<file path="src/rtl/mem_port_arbiter_pkg.sv">
// mem_port_arbiter_pkg: shared bus widths plus arbiter state and owner encodings.
`ifndef ADDR_W
`define ADDR_W 32
`endif
`ifndef DATA_W
`define DATA_W 32
`endif
`ifndef REG_W
`define REG_W 32
`endif
package mem_port_arbiter_pkg;
  typedef enum logic [1:0] {ARB_IDLE, ARB_REQ, ARB_RDATA} arb_state_t;
  typedef enum logic {OWN_FETCH, OWN_EX} owner_t;
endpackage

</file>
<file path="src/rtl/mem_port_arbiter_starve.sv">
// arb_starve_counter: counts execute wins while fetch waits and forces fetch at the limit.
module arb_starve_counter #(
  parameter int STARVE_LIMIT = 4
) (
  input  logic clk,
  input  logic rstn,
  input  logic arb_en,
  input  logic if_req,
  input  logic ex_req,
  output logic ex_sel
);
  localparam logic [3:0] LIM = 4'(STARVE_LIMIT);
  logic [3:0] starve_cnt;
  assign ex_sel = ex_req && !(if_req && starve_cnt >= LIM);
  always_ff @(posedge clk or negedge rstn)
    if (!rstn) starve_cnt <= '0;
    else if (!if_req || (arb_en && !ex_sel)) starve_cnt <= '0;
    else if (arb_en && starve_cnt < LIM) starve_cnt <= starve_cnt + 4'd1;
endmodule

</file>
<file path="src/rtl/mem_port_arbiter.sv">
// mem_port_arbiter: shares one memory port between fetch and execute, one transaction at a time.
// Define MEM_ARB_PERF_EN to add the perf_if_wait/perf_ex_wait/perf_force counters.
`ifndef ADDR_W
`define ADDR_W 32
`endif
`ifndef DATA_W
`define DATA_W 32
`endif
`ifndef REG_W
`define REG_W 32
`endif
module mem_port_arbiter
  import mem_port_arbiter_pkg::*;
#(
  parameter int STARVE_LIMIT = 4,
  parameter int TIMEOUT_CYC  = 255
) (
  input  logic                  clk,
  input  logic                  rstn,
  input  logic                  if_req,
  input  logic [`ADDR_W-1:0]    if_addr,
  output logic                  if_gnt,
  output logic                  if_rvalid,
  output logic [`DATA_W-1:0]    if_rdata,
  input  logic                  ex_req,
  input  logic [`ADDR_W-1:0]    ex_addr,
  input  logic [`DATA_W/8-1:0]  ex_we,
  input  logic [`REG_W-1:0]     ex_wdata,
  output logic                  ex_gnt,
  output logic                  ex_rvalid,
  output logic [`DATA_W-1:0]    ex_rdata,
  output logic                  mem_req,
  output logic [`ADDR_W-1:0]    mem_addr,
  output logic [`DATA_W/8-1:0]  mem_we,
  output logic [`REG_W-1:0]     mem_wdata,
  input  logic                  mem_gnt,
  input  logic                  mem_rvalid,
  input  logic [`DATA_W-1:0]    mem_rdata,
  output logic                  busy,
  output logic                  timeout_err
`ifdef MEM_ARB_PERF_EN
  ,
  output logic [31:0]           perf_if_wait,
  output logic [31:0]           perf_ex_wait,
  output logic [31:0]           perf_force
`endif
);
  localparam logic [7:0] WAIT_LAST = 8'(TIMEOUT_CYC - 1);
  arb_state_t state, nxt;
  owner_t owner;
  logic [7:0] wait_cnt;
  logic [`DATA_W-1:0] if_rdata_q, ex_rdata_q;
  logic arb_en, ex_sel, gnt, done_rd, tmo;
  arb_starve_counter #(.STARVE_LIMIT(STARVE_LIMIT)) u_starve (
    .clk(clk), .rstn(rstn), .arb_en(arb_en), .if_req(if_req), .ex_req(ex_req), .ex_sel(ex_sel)
  );
  assign arb_en    = state == ARB_IDLE && (if_req || ex_req);
  assign gnt       = state == ARB_REQ && mem_gnt;
  // a load may finish straight from REQ when rvalid arrives with the grant
  assign done_rd   = mem_rvalid && mem_we == '0 && (state == ARB_RDATA || gnt);
  assign tmo       = state != ARB_IDLE && !gnt && !done_rd && wait_cnt == WAIT_LAST;
  assign mem_req   = state == ARB_REQ;
  assign busy      = state != ARB_IDLE;
  assign if_gnt    = gnt && owner == OWN_FETCH;
  assign ex_gnt    = gnt && owner == OWN_EX;
  assign if_rvalid = done_rd && owner == OWN_FETCH;
  assign ex_rvalid = done_rd && owner == OWN_EX;
  assign if_rdata  = if_rvalid ? mem_rdata : if_rdata_q;
  assign ex_rdata  = ex_rvalid ? mem_rdata : ex_rdata_q;
  always_comb begin
    nxt = state;
    if (arb_en) nxt = ARB_REQ;
    else if (done_rd || (gnt && mem_we != '0) || tmo) nxt = ARB_IDLE;
    else if (gnt) nxt = ARB_RDATA;
  end
  always_ff @(posedge clk or negedge rstn)
    if (!rstn) state <= ARB_IDLE;
    else state <= nxt;
  always_ff @(posedge clk or negedge rstn)
    if (!rstn) begin
      owner       <= OWN_FETCH;
      mem_addr    <= '0;
      mem_we      <= '0;
      mem_wdata   <= '0;
      wait_cnt    <= '0;
      timeout_err <= 1'b0;
      if_rdata_q  <= '0;
      ex_rdata_q  <= '0;
    end else begin
      if (arb_en) begin
        owner     <= ex_sel ? OWN_EX : OWN_FETCH;
        mem_addr  <= ex_sel ? ex_addr : if_addr;
        mem_we    <= ex_sel ? ex_we : '0;
        mem_wdata <= ex_sel ? ex_wdata : '0;
      end
      wait_cnt <= (nxt != state || state == ARB_IDLE) ? '0 : wait_cnt + 8'd1;
      if (tmo) timeout_err <= 1'b1;
      if (if_rvalid) if_rdata_q <= mem_rdata;
      if (ex_rvalid) ex_rdata_q <= mem_rdata;
    end
`ifdef MEM_ARB_PERF_EN
  always_ff @(posedge clk or negedge rstn)
    if (!rstn) begin
      perf_if_wait <= '0;
      perf_ex_wait <= '0;
      perf_force   <= '0;
    end else begin
      perf_if_wait <= perf_if_wait + 32'(if_req && !if_gnt);
      perf_ex_wait <= perf_ex_wait + 32'(ex_req && !ex_gnt);
      perf_force   <= perf_force + 32'(arb_en && if_req && ex_req && !ex_sel);
    end
`endif
endmodule
</file>
<file path="config.mk">
export PLATFORM = sky130hd
export DESIGN_NAME = mem_port_arbiter
export DESIGN_NICKNAME = d
export VERILOG_FILES = /design/src/rtl/mem_port_arbiter_pkg.sv /design/src/rtl/mem_port_arbiter_starve.sv /design/src/rtl/mem_port_arbiter.sv
export SDC_FILE = /design/constraint.sdc
export NUM_CORES = 1
export LEC_CHECK = 0
export ABC_AREA = 1
export CORE_ASPECT_RATIO = 1.2
export CORE_MARGIN = 3
export CORE_UTILIZATION = 30
export CTS_BUF_LIST = sky130_fd_sc_hd__clkbuf_16
export CTS_CLUSTER_DIAMETER = 120
export DETAILED_ROUTE_END_ITERATION = 6
export PLACE_DENSITY = 0.67
export SLEW_MARGIN = 20
export SYNTH_ARGS = -nofsm -noshare
export SYNTH_HDL_FRONTEND = slang
export SYNTH_SLANG_ARGS = --single-unit
</file>
<file path="constraint.sdc">
create_clock -name clk -period 1.7 [get_ports clk]
set_input_delay 0.17 -clock clk [delete_from_list [all_inputs] [get_ports clk]]
set_output_delay 0.17 -clock clk [all_outputs]
set_load 0.05 [all_outputs]
</file>
==> results.md, run 1 <==
- Internal power: 14.1 mW
- Seq pwr share: between 20% and 30%
- Nets: approximately 1100
- Total global routing overflow: 0
- Switch share: about 47%
- Die area: about 22000 µm²
- Vias in the first global route: a little over 6000
- Max VDD drop: roughly 1.0 mV
- Worst setup EP type: primary output
- Flops & latches, synth: 148
- Commonest non-fill, non-tap cell in the layout: nand2_1
- Simple-Gate Fraction of Synth Area: between 20% and 30%
- Worst R2R Path Depth: 8
- Seq/Total Area, Yosys: about three fifths
- Wire length on met3: around 1.4 mm
- GPL Wtd Cong: 0.795
- WP data arrival: around 2.0 ns
- Worst min-delay path category: input port to async pin
- F_max: 0.456 GHz
- Post-Synth Adder-Cell Area: less than 1%
- Setup CP Type: flop to primary output
- Post-route ant nets: 0
- Netlist cell types: 31
- Longest Clk Path Bufs: 2
- Startpoint types: flop
- Worst slew margin: 65.7%
- Final period util: 129%
- Top routing layer in use: met4
- Final worst slack: -0.493 ns
- Clock sinks: approximately 150
- First-pass GRT wire length: between 30 and 40 mm
- Starting density of the core: between 30% and 40%
- Initial antenna violation count: 0
- Compound-Gate Fraction of Synth Area: 12.3%
- Clock latency at the later pin of the worst-skew pair: 0.42 ns
- Placed cell count: approximately 1200
- Post-synthesis mux area share: 0%
- FF-to-FF Start: mem_we[2]$_DFFE_PN0P_
- Vias: about 5600
- Final Slew Violations: 0
- # diodes: 0
- DR WL met2: 9.89 mm
- Largest family of logic cells by synthesized area: simple AND/OR/NAND/NOR gates
- CTS tree: yes
- Sw power: ~12 mW
- Minimum clock period: approximately 2.2 ns
- Final hold vios: 0
- I/O pins: about 280
- Most frequent cells in the layout: nand2_1, dfrtp_1, clkdlybuf4s50_1
- Routed WL: roughly 19 mm
- XOR/XNOR share of the synthesized area: less than 1%
- Max Cap Violations: 0
- Pre-CTS WS: -0.171 ns
- CTS buffer count: 17
- Actual slew at the worst max-slew pin: 0.517 ns
- CTS root buf: clkbuf_16
- Synth-to-Final Area Change: 89.1%
- RSZ-0062 raised after global routing: yes
- Syn Nets: roughly 760
- WP data required: around 1.5 ns
- Layout fillers: between 1500 and 2000
- Router iterations before antenna repair: 4
- Worst Skew: 0.00975 ns
- Die width: around 140 µm
- Crit path from: mem_we[2]$_DFFE_PN0P_
- Wirelength per Cell: 16.0 µm
- Layout cell share with drive strength beyond 1: between 30% and 40%
- Ys Warns: 0
- Failing checks: setup timing
- Combinational share of power: 63.4%
- Crit Path Max Fanout: 33
- Setup TNS: -31.18 ns
- Std cell rows: 56
- Via/cell ratio: 4.62
- Pwr Density: approximately 2300 nW/µm²
- Mapped Area: approximately 6000 µm²
- Finished Layout Cells: between 1000 and 1500
- Final setup violation count: 66
- Die H: 161 µm
- Clock share of power: ~15%
- Outcome: finished with violations
- Largest net degree at the start of global routing: 50
- Core Area: 19700 µm²
- LEAKAGE: ~5.2 nW
- Wire length on met1: 7.96 mm
- PortBufs: 276
- Pwr Total: approximately 27 mW
- DRT iter0 DRCs: around 220
- Post-Syn Area per Cell: between 9 and 10 µm²
- Number of H-tree levels: 4
- Clk slew on worst S/H paths: approximately 0.06 ns
- GR Util All Layers: ~18%
- Hold WS: approximately 0.2 ns
- DRC violation count after routing: 0
- Dpl hpwl: around 14 mm
- Post-Synthesis Cells: about 620
[metal layers]
metal / vias to the layer above / GRT usage [%]
met5: - / 0
met4: 0 / 4.81
met3: 13 / 5.76
met2: 206 / 32.3
met1: 2692 / 21.7
li1: 2695 / -
[what timing repair did]
| action | CTS | global route |
|---|---|---|
| buffers inserted | 2 | 1 |
| pin swaps | 0 | 2 |
| gates cloned | 0 | 0 |
| resized for setup | 50 | 13 |
| hold buffers | 1 | 0 |
| setup endpoints to repair | 114 | 75 |
| hold endpoints to repair | 128 | 0 |
[path summary, 6_finish.rpt]
| check | slack (ns) | to |
|---|---|---|
| max | -0.49 | if_rdata[6] |
| max in group asynchronous | 0.90 | ex_rdata_q[10]$_DFF_PN0_ |
| min | 0.20 | if_rdata_q[29]$_DFF_PN0_ |
| min in group clk | 0.30 | mem_addr[19]$_DFFE_PN0P_ |
| min reg2reg | 0.47 | timeout_err$_DFFE_PN0P_ |
| max reg2reg | 0.06 | if_rdata_q[31]$_DFF_PN0_ |
[sequential cells by signal (all words and copies together), names as in the netlist]
name and flops:
mem_we 4, if_rdata_q 32, mem_wdata 32, u_starve.starve_cnt 4, state 2, wait_cnt 8, owner 1, timeout_err 1
mem_addr 32, ex_rdata_q 32
[per-stage QoR]
stage | utilization (%) | cell area [µm²]
after floorplan | - | 6770
after global placement | 54.5 | 10700
after detailed placement | 54.5 | 10700
after CTS | 57.7 | 11400
after global routing | 58.0 | 11400
final | 58.0 | 11400
[final cells by class]
| class | instances | area, µm² | share of cell area, % |
|---|---|---|---|
| Sequential cell | 148 | 3710 | 32.5 |
| Timing Repair Buffer | 333 | 3890 | 34.0 |
| Clock buffer | 17 | 425 | 3.72 |
| Clock inverter | 15 | 181 | 1.59 |
| Inverter | 17 | 63.8 | 0.559 |
| Multi-Input combinational cell | 422 | 2830 | 24.7 |
| Tap cell | 261 | 327 | 2.86 |
[worst max-delay path, stage by stage, from the launching register on]
cell     delay [ns]
dfrtp_2        0.42
nor2_4         0.15
nand2_2        0.08
nor2_4         0.13
nand2_4        0.13
nor2_4         0.12
buf_12         0.20
nand2_1        0.12
nand2_4        0.09
buf_12         0.13
[power by group through the flow]
stage / Clock [mW] / Combinational [mW] / Sequential, mW
6_report: 3.89 / 16.8 / 5.83
5_1_grt: 4.16 / 17.6 / 6.00
4_1_cts: 4.00 / 16.9 / 5.83
3_5_place_dp: 0 / 17.0 / 5.89
3_3_place_gp: 0 / 16.8 / 5.85
2_1_floorplan: 0 / 7.11 / 8.36
[cells in the mapped netlist, drive strengths merged]
| library cell | count | area share [%] |
|---|---|---|
| nand2 | 236 | 15 |
| dfrtp | 148 | 61 |
| nor2 | 24 | 1.8 |
| a31oi | 1 | 0.10 |
| nor3 | 1 | 0.083 |
| xor2 | 3 | 0.44 |
| buf | 23 | 3.0 |
| a21o | 1 | 0.12 |
| clkbuf | 13 | 0.81 |
| a21boi | 1 | 0.12 |
| inv | 17 | 1.1 |
| a22o | 36 | 5.2 |
| a31o | 1 | 0.15 |
| ha | 3 | 0.62 |
| nand3 | 37 | 3.3 |
| xnor2 | 2 | 0.29 |
| nand4 | 1 | 0.10 |
| o21ai | 70 | 6.0 |
| o2111ai | 1 | 0.25 |
| a21oi | 4 | 0.39 |
[cell families after synthesis]
group | after synthesis
xor+xnor | 5
fa+ha+maj | 3
buf+inv | 53
simple gates | 299
compound gates | 115
flops | 148
Power figures use the tool's default switching activity.
==> run 2, diff against run 1 <==
--- a/config.mk
+++ b/config.mk
@@ -6,13 +6,15 @@
 export NUM_CORES = 1
 export LEC_CHECK = 0
 export ABC_AREA = 1
+export CELL_PAD_IN_SITES_DETAIL_PLACEMENT = 2
+export CELL_PAD_IN_SITES_GLOBAL_PLACEMENT = 2
 export CORE_ASPECT_RATIO = 1.2
 export CORE_MARGIN = 3
-export CORE_UTILIZATION = 30
+export CORE_UTILIZATION = 24
 export CTS_BUF_LIST = sky130_fd_sc_hd__clkbuf_16
 export CTS_CLUSTER_DIAMETER = 120
 export DETAILED_ROUTE_END_ITERATION = 6
-export PLACE_DENSITY = 0.67
+export PLACE_DENSITY = 0.87
 export SLEW_MARGIN = 20
 export SYNTH_ARGS = -nofsm -noshare
 export SYNTH_HDL_FRONTEND = slang
==> results.md, run 2 (synthesized netlist as in run 1, its figures left out) <==
- Clk slew on worst S/H paths: around 0.070 ns
- Synth-to-Final Area Change: 115%
- Max VDD drop: approximately 0.88 mV
- GR Util All Layers: a little under a quarter
- Final period util: 139%
- Via/cell ratio: just under 5
- Worst Skew: 0.0219 ns
- FF-to-FF Start: mem_we[3]$_DFFE_PN0P_
- Crit-path leading delay family: simple AND/OR/NAND/NOR gates
- I/O pins: about 280
- CTS buffer count: 17
- Dpl hpwl: between 20 and 25 mm
- Total global routing overflow: 0
- DRT iter0 DRCs: 197
- Finished Layout Cells: approximately 1300
- Critical path buffer and inverter count: 3
- CP max-delay cell: dfrtp_2
- Actual slew at the worst max-slew pin: approximately 0.57 ns
- Vias in the first global route: a little over 7000
- Failing checks: setup timing
- DRC violation count after routing: 0
- Starting density of the core: about 25%
- Final Slew Violations: 0
- WP data arrival: approximately 2.2 ns
- Final setup violation count: 102
- R2R Setup Slk: -0.32 ns
- Max Cap Violations: 0
- RSZ-0062 raised after global routing: yes
- Core Area: roughly 24000 µm²
- LEAKAGE: between 6 and 7 nW
- Wirelength per Cell: around 27 µm
- Clock sinks: approximately 150
- F_max: between 0.4 and 0.5 GHz
- PortBufs: about 280
- Worst min-delay path category: input port to async pin
- Most frequent cells in the layout: dfrtp_1, clkdlybuf4s50_1, buf_4
- Crit Path Max Fanout: 8
- Pwr Density: around 2300 nW/µm²
- Worst slew margin: slightly above 60%
- Router iterations before antenna repair: 4
- Vias: about 6500
- Pre-CTS WS: -0.250 ns
- Delay of the slowest cell on the worst path: roughly 0.43 ns
- Number of H-tree levels: 4
- Outcome: finished with violations
- Std cell rows: 62
- Post-route ant nets: 0
- CTS root buf: clkbuf_16
- Routed WL: approximately 37 mm
- Initial antenna violation count: 4
- Placed cell count: 1241
- Startpoint types: flop
- Final worst slack: -0.665 ns
- Final Cell Area: roughly 13000 µm²
- Die H: roughly 180 µm
- RR Endpoint: if_rdata_q[15]$_DFF_PN0_
- Die width: ~150 µm
- Setup CP Type: flop to primary output
- Longest Clk Path Bufs: 2
- Cell Area, Placed: ~11000 µm²
- Largest net degree at the start of global routing: 63
- First-pass GRT wire length: 46.8 mm
- Minimum clock period: about 2.4 ns
- Clock latency at the later pin of the worst-skew pair: 0.43 ns
- Commonest non-fill, non-tap cell in the layout: dfrtp_1
- Pwr Total: 30.4 mW
- Die area: between 20000 and 30000 µm²
- Final hold vios: 0
- CTS tree: yes
- Layout cell share with drive strength beyond 1: between 40 and 50%
- GPL Wtd Cong: between 0.7 and 0.8
- Worst R2R Path Depth: 11
- # diodes: 0
- WP data required: around 1.5 ns
- Nets: between 1000 and 1500
- Worst setup EP type: primary output
- Critical Path, Cell by Cell: nor2_4, nand2_2, nor2_4, nand2_8, nor2_4, buf_12, buf_12, nand2_4, nand2_4, buf_12
[run 2: cell types whose count changed in the layout (fill, tap and decap cells not counted), sizes merged, moves of 2 or more]
cell         delta
buf            +70
dlygate4sd2     -8
clkbuf          +5
clkinvlp        +4
inv             -2
[run 2: final cells by class]
cell class,instances,area [µm²]
clock inverters,15,156
inverters,17,68.8
multi-input cells,422,3500
fillers,2304,11400
repair buffers,400,4730
well taps,320,400
clock buffers,17,425
flip-flops and latches,148,3710
[run 2: worst register-to-register path, cell delays in order (launching register included)]
cell	delay (ns)
dfrtp_2	0.43
nor2_4	0.13
nand2_2	0.07
nor2_4	0.18
nand2_8	0.11
buf_4	0.17
clkbuf_16	0.18
o21ai_4	0.17
nand2_4	0.09
buf_4	0.14
buf_4	0.13
buf_4	0.13
[run 2: routing by layer]
layer	vias to the layer above	routed length [µm]	track usage, %
met4	8	1840	7.08
li1	2823	-	-
met2	280	19500	44.3
met3	93	2460	6.98
met5	-	60	0
met1	3254	12700	23.8
[run 2: worst max-delay path by stage]
stage / from / endpoint / depth (start not counted)
2_1_floorplan: mem_we[3]$_DFFE_PN0P_ / ex_rdata[22] / 8
3_3_place_gp: mem_gnt / ex_rdata[31] / 8
3_5_place_dp: mem_gnt / if_rdata[23] / 8
4_1_cts: mem_we[0]$_DFFE_PN0P_ / if_rdata[10] / 9
5_1_grt: mem_we[3]$_DFFE_PN0P_ / ex_rdata[9] / 10
6_report: mem_we[3]$_DFFE_PN0P_ / ex_rdata[9] / 10
[run 2: what timing repair did]
item	4_1_cts	5_1_grt
hold buffers	1	0
setup endpoints to repair	114	151
cloned	4	5
buffers inserted	35	31
endpoints found under the hold margin	69	0
gates resized for setup	158	105
pin swaps	19	23
[run 2: report_power, final]
group | leakage [nW] | switching (mW) | total, mW | internal, mW
combinational | 3.97 | 12.0 | 20.2 | 8.17
sequential | 1.88 | 1.22 | 6.26 | 5.04
clock | 0.268 | 1.76 | 3.94 | 2.18
total | 6.12 | 15.0 | 30.4 | 15.4
[run 2: stage by stage]
stage                     utilization [%]  hold WS [ns]  TNS, ns
after floorplan                         -        -0.126    -3.97
after global placement               44.7        0.0842    -8.83
after detailed placement             44.7        0.0867   -12.45
after CTS                            50.4         0.191   -35.83
after global routing                 53.3         0.234   -51.96
final                                53.3         0.207   -42.21
